**config.mk**
```make
export PLATFORM = sky130hd
export DESIGN_NAME = bip_control_flat
export DESIGN_NICKNAME = d
export VERILOG_FILES = /design/src/rtl/bip_control_pkg.sv /design/src/rtl/bip_control_if.sv /design/src/rtl/bip_pc.sv /design/src/rtl/bip_control.sv /design/src/flat_wrapper.sv
export SDC_FILE = /design/constraint.sdc
export NUM_CORES = 1
export LEC_CHECK = 0
export ABC_CLOCK_PERIOD_IN_PS = 3660
export CAP_MARGIN = 20
export CORE_UTILIZATION = 45
export DETAILED_ROUTE_END_ITERATION = 16
export PLACE_DENSITY = 0.84
export SYNTH_ARGS = -nofsm -noshare
export SYNTH_HDL_FRONTEND = slang
export SYNTH_SLANG_ARGS = --single-unit
```
**constraint.sdc**
```tcl
create_clock -name clk -period 3.66 [get_ports clk]
set_input_delay 0.915 -clock clk [delete_from_list [all_inputs] [get_ports clk]]
set_output_delay 0.915 -clock clk [all_outputs]
set_load 0.005 [all_outputs]
```
**src/rtl/bip_control_pkg.sv**
```systemverilog
// Shared definitions for the BIP control unit: widths, opcodes, MUX_A select codes,
// FSM encoding and the instruction decoder used by bip_control.
package bip_control_pkg;

  localparam int LEN_INST   = 16;
  localparam int LEN_OPCODE = 5;
  localparam int LEN_ADDR   = 11;
  localparam int LEN_MUX_A  = 2;
  localparam int LEN_CNT    = 16;

  localparam logic [LEN_MUX_A-1:0] SELA_MEM = 2'b00;
  localparam logic [LEN_MUX_A-1:0] SELA_OPR = 2'b01;
  localparam logic [LEN_MUX_A-1:0] SELA_ALU = 2'b10;

  typedef enum logic [1:0] {
    ST_IDLE = 2'd0,
    ST_RUN  = 2'd1,
    ST_HALT = 2'd2
  } state_t;

  localparam logic [LEN_OPCODE-1:0] OP_HLT  = 5'b00000;
  localparam logic [LEN_OPCODE-1:0] OP_STO  = 5'b00001;
  localparam logic [LEN_OPCODE-1:0] OP_LD   = 5'b00010;
  localparam logic [LEN_OPCODE-1:0] OP_LDI  = 5'b00011;
  localparam logic [LEN_OPCODE-1:0] OP_ADD  = 5'b00100;
  localparam logic [LEN_OPCODE-1:0] OP_ADDI = 5'b00101;
  localparam logic [LEN_OPCODE-1:0] OP_SUB  = 5'b00110;
  localparam logic [LEN_OPCODE-1:0] OP_SUBI = 5'b00111;

  typedef struct packed {
    logic [LEN_MUX_A-1:0] sel_a;
    logic                 sel_b;
    logic                 wr_acc;
    logic                 op;
    logic                 wr_ram;
    logic                 rd_ram;
  } ctrl_t;

  // Unknown opcodes fall through to all-zero controls, so SelA never reaches 2'b11.
  function automatic ctrl_t decode(input logic [LEN_OPCODE-1:0] opc);
    ctrl_t c;
    c = '0;
    case (opc)
      OP_STO:  c.wr_ram = 1'b1;
      OP_LD:   begin c.rd_ram = 1'b1; c.sel_a = SELA_MEM; c.wr_acc = 1'b1; end
      OP_LDI:  begin c.sel_a = SELA_OPR; c.wr_acc = 1'b1; end
      OP_ADD:  begin c.rd_ram = 1'b1; c.sel_a = SELA_ALU; c.wr_acc = 1'b1; end
      OP_ADDI: begin c.sel_b = 1'b1; c.sel_a = SELA_ALU; c.wr_acc = 1'b1; end
      OP_SUB:  begin c.rd_ram = 1'b1; c.op = 1'b1; c.sel_a = SELA_ALU; c.wr_acc = 1'b1; end
      OP_SUBI: begin c.sel_b = 1'b1; c.op = 1'b1; c.sel_a = SELA_ALU; c.wr_acc = 1'b1; end
      default: c = '0;
    endcase
    return c;
  endfunction

endpackage

```
**src/rtl/bip_control_if.sv**
```systemverilog
// Signal bundle between the BIP control unit (master) and program memory / datapath (slave).
interface bip_control_if;
  import bip_control_pkg::*;

  // start is a one-cycle pulse sampled only in IDLE; there is no back-pressure on this bus.
  logic                  start;
  logic [LEN_INST-1:0]   instruction;
  logic [LEN_ADDR-1:0]   pc;
  logic [LEN_ADDR-1:0]   operand;
  logic [LEN_MUX_A-1:0]  SelA;
  logic                  SelB;
  logic                  WrAcc;
  logic                  Op;
  logic                  WrRam;
  logic                  RdRam;
  logic                  halted;
  logic [LEN_CNT-1:0]    inst_count;
  state_t                state;

  modport master (
    input  start, instruction,
    output pc, operand, SelA, SelB, WrAcc, Op, WrRam, RdRam, halted, inst_count, state
  );

  modport slave (
    output start, instruction,
    input  pc, operand, SelA, SelB, WrAcc, Op, WrRam, RdRam, halted, inst_count, state
  );

endinterface

```
**src/rtl/bip_pc.sv**
```systemverilog
// Program counter: advances by one when enabled, wraps silently at the top of the address space.
module bip_pc
  import bip_control_pkg::*;
(
  input  logic                clk_i,
  input  logic                rst_n_i,
  input  logic                en_i,
  output logic [LEN_ADDR-1:0] pc_o
);

  logic [LEN_ADDR-1:0] pc_q;
  logic [LEN_ADDR-1:0] pc_d;

  always_comb begin
    pc_d = pc_q;
    if (en_i) pc_d = pc_q + 1'b1;
  end

  always_ff @(posedge clk_i or negedge rst_n_i) begin
    if (!rst_n_i) pc_q <= '0;
    else          pc_q <= pc_d;
  end

  assign pc_o = pc_q;

endmodule

```
**src/rtl/bip_control.sv**
```systemverilog
// BIP control unit: IDLE/RUN/HALT sequencer, program counter, executed-instruction counter
// and single-cycle instruction decode for the datapath.
module bip_control
  import bip_control_pkg::*;
(
  input  logic          clk,
  input  logic          reset,
  bip_control_if.master bus
);

  logic [LEN_OPCODE-1:0] opcode;
  state_t                state_q, state_d;
  logic [LEN_CNT-1:0]    cnt_q, cnt_d;
  logic                  pc_en;
  logic                  cnt_inc;
  ctrl_t                 ctrl;

  assign opcode = bus.instruction[LEN_INST-1:LEN_INST-LEN_OPCODE];

  always_comb begin
    state_d = state_q;
    pc_en   = 1'b0;
    cnt_inc = 1'b0;
    ctrl    = '0;
    case (state_q)
      ST_IDLE: if (bus.start) state_d = ST_RUN;
      ST_RUN: begin
        ctrl    = decode(opcode);
        cnt_inc = 1'b1;
        // HLT is counted but leaves pc parked on its own address.
        if (opcode == OP_HLT) state_d = ST_HALT;
        else                  pc_en   = 1'b1;
      end
      ST_HALT: state_d = ST_HALT;
      default: state_d = ST_IDLE;
    endcase
  end

  always_comb begin
    cnt_d = cnt_q;
    if (cnt_inc && (cnt_q != '1)) cnt_d = cnt_q + 1'b1;
  end

  always_ff @(posedge clk or negedge reset) begin
    if (!reset) begin
      state_q <= ST_IDLE;
      cnt_q   <= '0;
    end else begin
      state_q <= state_d;
      cnt_q   <= cnt_d;
    end
  end

  bip_pc u_pc (
    .clk_i   (clk),
    .rst_n_i (reset),
    .en_i    (pc_en),
    .pc_o    (bus.pc)
  );

  assign bus.operand    = bus.instruction[LEN_ADDR-1:0];
  assign bus.SelA       = ctrl.sel_a;
  assign bus.SelB       = ctrl.sel_b;
  assign bus.WrAcc      = ctrl.wr_acc;
  assign bus.Op         = ctrl.op;
  assign bus.WrRam      = ctrl.wr_ram;
  assign bus.RdRam      = ctrl.rd_ram;
  assign bus.halted     = (state_q == ST_HALT);
  assign bus.inst_count = cnt_q;
  assign bus.state      = state_q;

endmodule

```
**src/flat_wrapper.sv**
```systemverilog
// flat-port wrapper written by rule: the top's interface ports become plain ports
module bip_control_flat import bip_control_pkg::*;
  (clk, reset, bus_start, bus_instruction, bus_pc, bus_operand, bus_SelA, bus_SelB, bus_WrAcc, bus_Op, bus_WrRam, bus_RdRam, bus_halted, bus_inst_count, bus_state);
  bip_control_if bus_i ();
  input  logic clk;
  input  logic reset;
  input wire logic [$bits(bus_i.start)-1:0] bus_start;
  input wire logic [$bits(bus_i.instruction)-1:0] bus_instruction;
  output wire logic [$bits(bus_i.pc)-1:0] bus_pc;
  output wire logic [$bits(bus_i.operand)-1:0] bus_operand;
  output wire logic [$bits(bus_i.SelA)-1:0] bus_SelA;
  output wire logic [$bits(bus_i.SelB)-1:0] bus_SelB;
  output wire logic [$bits(bus_i.WrAcc)-1:0] bus_WrAcc;
  output wire logic [$bits(bus_i.Op)-1:0] bus_Op;
  output wire logic [$bits(bus_i.WrRam)-1:0] bus_WrRam;
  output wire logic [$bits(bus_i.RdRam)-1:0] bus_RdRam;
  output wire logic [$bits(bus_i.halted)-1:0] bus_halted;
  output wire logic [$bits(bus_i.inst_count)-1:0] bus_inst_count;
  output wire logic [$bits(bus_i.state)-1:0] bus_state;
  assign bus_i.start = bus_start;
  assign bus_i.instruction = bus_instruction;
  assign bus_pc = bus_i.pc;
  assign bus_operand = bus_i.operand;
  assign bus_SelA = bus_i.SelA;
  assign bus_SelB = bus_i.SelB;
  assign bus_WrAcc = bus_i.WrAcc;
  assign bus_Op = bus_i.Op;
  assign bus_WrRam = bus_i.WrRam;
  assign bus_RdRam = bus_i.RdRam;
  assign bus_halted = bus_i.halted;
  assign bus_inst_count = bus_i.inst_count;
  assign bus_state = bus_i.state;
  bip_control u_core (.clk(clk), .reset(reset), .bus(bus_i));
endmodule
```
# After elaboration in Yosys (flattened, before gate mapping)
# Index checks and enable logic that the tools add are counted.
[op_classes]
addsub = 2
muxes = 13
eq_ne = 12
reduce_logical = 9
[op_table]
columns = ["operator", "n"]
rows = [
  ["$eq A5 B3 Y1 const B", 4],
  ["$add A16 B1 Y16 const B", 1],
  ["$ne A16 B16 Y1 const B", 1],
  ["$add A11 B1 Y11 const B", 1],
  ["$eq A5 B2 Y1 const B", 2],
  ["$mux W1", 8],
  ["$mux W7", 1],
  ["$pmux W2 S3", 1],
  ["$reduce_or A6 Y1", 1],
  ["$eq A5 B1 Y1 const B", 1],
  ["$logic_not A5 Y1", 1],
  ["$mux W2", 2],
  ["$pmux W2 S2", 1],
  ["$reduce_or A2 Y1", 2],
  ["$reduce_or A4 Y1", 1],
  ["$reduce_or A3 Y1", 1],
  ["$eq A2 B1 Y1 const B", 1],
  ["$eq A2 B2 Y1 const B", 1],
  ["$logic_not A2 Y1", 1],
  ["$ne A2 B1 Y1 const B", 1],
  ["$ne A2 B2 Y1 const B", 1],
  ["$reduce_and A2 Y1", 1],
  ["$logic_and A1 B1 Y1", 1],
]
[totals]
input_bits = 19
output_inout_bits = 48
ff_bits = 29
elab_cells = 39

# Logic depth before layout (Yosys ltp)
[depth]
depth_word = 4
ltp_mapped = 7
ltp_nobuf = 6

# Hierarchy
# Synthesis repeated with hierarchy kept, for this count alone.
[unflattened]
cells_unflattened = 153
hier_area_um2 = 1621.6
[by_module_without_submodules]
columns = ["mod", "n_inst", "cells_per_inst", "area_per_inst_um2", "seq_area_each_um2"]
rows = [
  ["bip_control", 1, 113, 1124.8, 450.4],
  ["bip_pc", 1, 40, 496.7, 275.3],
]

# Worst setup path before layout
# Ideal clock, no wire load.
[synth_path]
path_type = "input port to output port"
from = "input bus_instruction[14]"
to = "output bus_RdRam"
t_required_ps = 2745
n_path_buf = 0
path_slack_ps = 1157
arrival_ps = 1588
stages = 3
path_cell_list = "nor3b_1 o21a_1 nor2b_1"
[synth_between]
elab_chain_len = 4
word_cells_on_any_way = 6
cone_classes = "eq/ne: 3; mux: 2; reduce/logical: 1"
[synth_lines]
columns = ["element", "line", "text"]
rows = [
  ["from (decl)", "flat_wrapper.sv:8", "input wire logic [$bits(bus_i.instruction)-1:0] bus_instruction;"],
  ["$eq A5 B2 Y1 / $eq A5 B3 Y1 (equally long branches)", "bip_control_pkg.sv:43", "case (opc)"],
  ["$reduce_or A3 Y1 (no line) (*)", "-", ""],
  ["$mux W1 (*)", "bip_control_pkg.sv:43", ""],
  ["$mux W7 (*)", "bip_control.sv:25", "case (state_q)"],
  ["to (decl)", "flat_wrapper.sv:16", "output wire logic [$bits(bus_i.RdRam)-1:0] bus_RdRam;"],
]
# Mark *: on every way between the ends. The rest lies on a longest branch, timed or not.

# Final worst setup path
[layout_path]
from = "input bus_instruction[14]"
to = "output bus_SelA[0]"
[layout_between]
elab_chain_len = 4
word_cells_on_any_way = 8
cone_classes = "eq/ne: 5; mux: 2; reduce/logical: 1"
[layout_lines]
columns = ["element", "line", "text"]
rows = [
  ["$eq A5 B3 Y1", "bip_control_pkg.sv:43", ""],
  ["$reduce_or A4 Y1 (no line)", "-", ""],
  ["$pmux W2 S2 (*)", "bip_control_pkg.sv:43", ""],
  ["$mux W7 (*)", "bip_control.sv:25", ""],
  ["to (decl)", "flat_wrapper.sv:11", "output wire logic [$bits(bus_i.SelA)-1:0] bus_SelA;"],
]
# Marks and branches as above.

==> flow_metrics.py <==
metrics = {
    "outcome": {
        "status": "complete, no violations",
    },
    "global_routing": {
        "grt-ovfl-total": 0,
        "grt_usage": 0.192,
        "antenna_found_initial": 0,
        "grt_pass1_vias": 1162,
        "grt_start_max_net_pins": 30,
        "grt_pass1_wl_mm": 5.19,
    },
    "clock_network": {
        "cts_made_buffers": 5,
        "clkLatencyLatePin_ns": 0.32,
        "clk_pin_slew_ns": 0.09,
        "cts_sinks": 29,
        "cts-root-buf": "clkbuf_4",
        "cts_tree": "built",
        "h-tree-depth": 2,
        "hold_buffers": 0,
        "ctsResizeCount": 0,
        "cts_max_path_buffers": 2,
        "post_cts_buffers": 0,
    },
    "synth": {
        "synth_area_per_cell_um2": 10.8,
        "synth_edf_count": 0,
        "ys_types": 35,
        "syn_nets": 172,
        "ys_seq_elements": 29,
        "synth_warnings": 0,
        "synth.area.top_cells": "dfrtp_1 46%, xnor2_1 8.9%, buf_4 5.2%",
        "yosysSeqAreaShare": 0.459,
        "synth_cells": 147,
        "netlist_area_um2": 1580,
        "synth_ff_type": "dfrtp_1",
        "synth_top_area_frac": 0.459,
        "synth_top_area_cell": "dfrtp_1",
        "ys_async_sr_fraction": 1.00,
    },
    "route": {
        "num_vias": 1241,
        "route.detailed.drc": 0,
        "drtIter0Drc": 99,
        "viasPerCell": 5.30,
        "wl_per_cell_um": 13.6,
        "finalWirelength_mm": 3.19,
        "ant_nets": 0,
        "first_pass_iters": 4,
    },
    "worst_setup_path": {
        "max_stage_delay_ns": 0.54,
        "end_kind": "primary output",
        "crit_required_ns": 2.74,
        "worst-path-max-fanout": 5,
        "cpMostUsedCell": "clkdlybuf4s50_1",
        "worst_ep_arrival_time_ns": 2.52,
        "worstSetupStartpointType": "primary input",
        "path_cells": "clkdlybuf4s50_1, nor3b_2, nand2_1, nor3b_1, clkdlybuf4s50_1",
        "critPathSlowestCell": "clkdlybuf4s50_1",
        "r2r_slack_ns": 1.60,
        "path_class": "in -> out",
    },
    "sta": {
        "fin_skew_ns": 0.00454,
        "slew_violations": 0,
        "clock.fmax_mhz": 291,
        "whs_ns": 0.486,
        "rsz0062_at_grt": "false",
        "setup_violations": 0,
        "setup_slack_ns": 0.228,
        "max-slew-margin-rel": 0.557,
        "min_period_ns": 3.43,
        "fin_setup_tns_ns": 0,
        "fin_crit_sh": 0.938,
        "tightest_slew_ns": 0.659,
        "hold_viol": 0,
    },
    "placement": {
        "dpl.hpwl_mm": 2.33,
        "globalplace.congestion": 0.813,
        "place_ws_ns": 0.101,
        "placed_cells": 226,
        "place_area_um2": 2000,
        "place.port_buffers": 44,
    },
    "floorplanning": {
        "start_util": 0.470,
        "die_y_um": 61.3,
        "pin_count": 67,
        "rows": 21,
        "dieWidth_um": 61.3,
        "core_um2": 3360,
        "dieArea_um2": 3760,
    },
    "layout": {
        "syn2layout_area_growth_pct": 31.9,
        "drive_above_1_share": 0.122,
        "antenna-diode-count": 0,
        "nets": 212,
        "utilization": 0.620,
        "fin_cells": 234,
        "design_area_um2": 2090,
    },
    "power": {
        "power_mw": 1.17,
        "max-vdd-ir-drop_v": 0.000367,
        "leakagePower_nw": 0.893,
        "p_per_area_nw_per_um2": 563,
    },
    "hold_path": {
        "hp-class": "reg -> reg",
    },
    "run": {
        "maxCapViolCount": 0,
    },
}
-- path summary, 6_finish.rpt --
path,from,end,cells after the start
hold reg to reg,u_core.u_pc.pc_o[10]$_DFFE_PN0P_,u_core.u_pc.pc_o[10]$_DFFE_PN0P_,1
max in group asynchronous,reset,u_core.u_pc.pc_o[7]$_DFFE_PN0P_,2
hold / removal,u_core.u_pc.pc_o[10]$_DFFE_PN0P_,u_core.u_pc.pc_o[10]$_DFFE_PN0P_,1
min in group asynchronous,reset,u_core.bus.inst_count[9]$_DFFE_PN0P_,2
setup reg to reg,u_core.bus.state[1]$_DFFE_PN0P_,u_core.bus.inst_count[15]$_DFFE_PN0P_,7
setup / recovery,bus_instruction[14],bus_SelA[0],5
-- cells in the mapped netlist, types with 2 or more instances --
| master | count |
|---|---|
| o21a_1 | 4 |
| xor2_1 | 4 |
| nand4_2 | 3 |
| nor2_1 | 6 |
| dfrtp_1 | 29 |
| nand2_1 | 6 |
| xnor2_1 | 16 |
| inv_1 | 6 |
| o21ai_0 | 3 |
| nor3b_1 | 2 |
| ha_1 | 6 |
| mux2_2 | 3 |
| buf_4 | 11 |
| a21oi_1 | 2 |
| or4_4 | 2 |
| nor3_1 | 4 |
| nand4_1 | 7 |
| nand3_1 | 12 |
| and3_1 | 5 |
-- placed cells by master (no fill, tap or decap), drive strengths merged, types with 2 or more instances in the layout --
cell type      instances
xor2                   4
clkbuf                 7
inv                    6
nand2                  7
nor2                   6
a21oi                  2
dfrtp                 29
mux2                   4
xnor2                 16
clkdlybuf4s50         44
nand3                 12
buf                    2
nor3                   4
o21ai                  5
nand4                 10
and3                   5
or4                    3
nor3b                  2
o21a                   4
ha                     6
-- critical path, delay by kind of cell --
family | cells | cell delay, ns
buf+inv | 2 | 0.99
simple gates | 3 | 0.62
-- power by group --
| group | leakage (nW) | total, mW | internal [mW] | switching [mW] |
|---|---|---|---|---|
| combinational | 0.464 | 0.414 | 0.254 | 0.160 |
| clock | 0.0455 | 0.276 | 0.163 | 0.113 |
| sequential | 0.383 | 0.483 | 0.390 | 0.0939 |
| total | 0.893 | 1.17 | 0.807 | 0.367 |
-- state kept, by name, summed over array words and instances (netlist names) --
signal	count
u_core.bus.inst_count	16
u_core.bus.state	2
u_core.u_pc.pc_o	11
-- area by class of cell --
type                    count  area, um^2
fillers                   305        1280
inverters                   6        22.5
clock inverters             1        30.0
repair buffers             46         455
well taps                  46        57.6
clock buffers               7        55.1
flip-flops and latches     29         726
multi-input cells          99         739
-- metal layers --
metal	GRT usage	routed length [um]	up-vias	part of all wire
li1	-	-	588	-
met5	0	0	-	0
met4	0.0649	34	0	0.011
met3	0.0693	256	6	0.080
met2	0.312	1570	46	0.49
met1	0.236	1330	601	0.42
-- kinds of logic (layout without fill, tap and decap cells) --
logic type | after synthesis | in the layout | share of synthesized area
simple gates | 55 | 55 | 0.211
flops | 29 | 29 | 0.459
xor+xnor | 20 | 20 | 0.111
buf+inv | 19 | 60 | 0.0767
compound gates | 14 | 14 | 0.0641
fa+ha+maj | 6 | 6 | 0.0475
mux | 4 | 4 | 0.0309
Note: power is estimated with default switching activity, not from simulation.
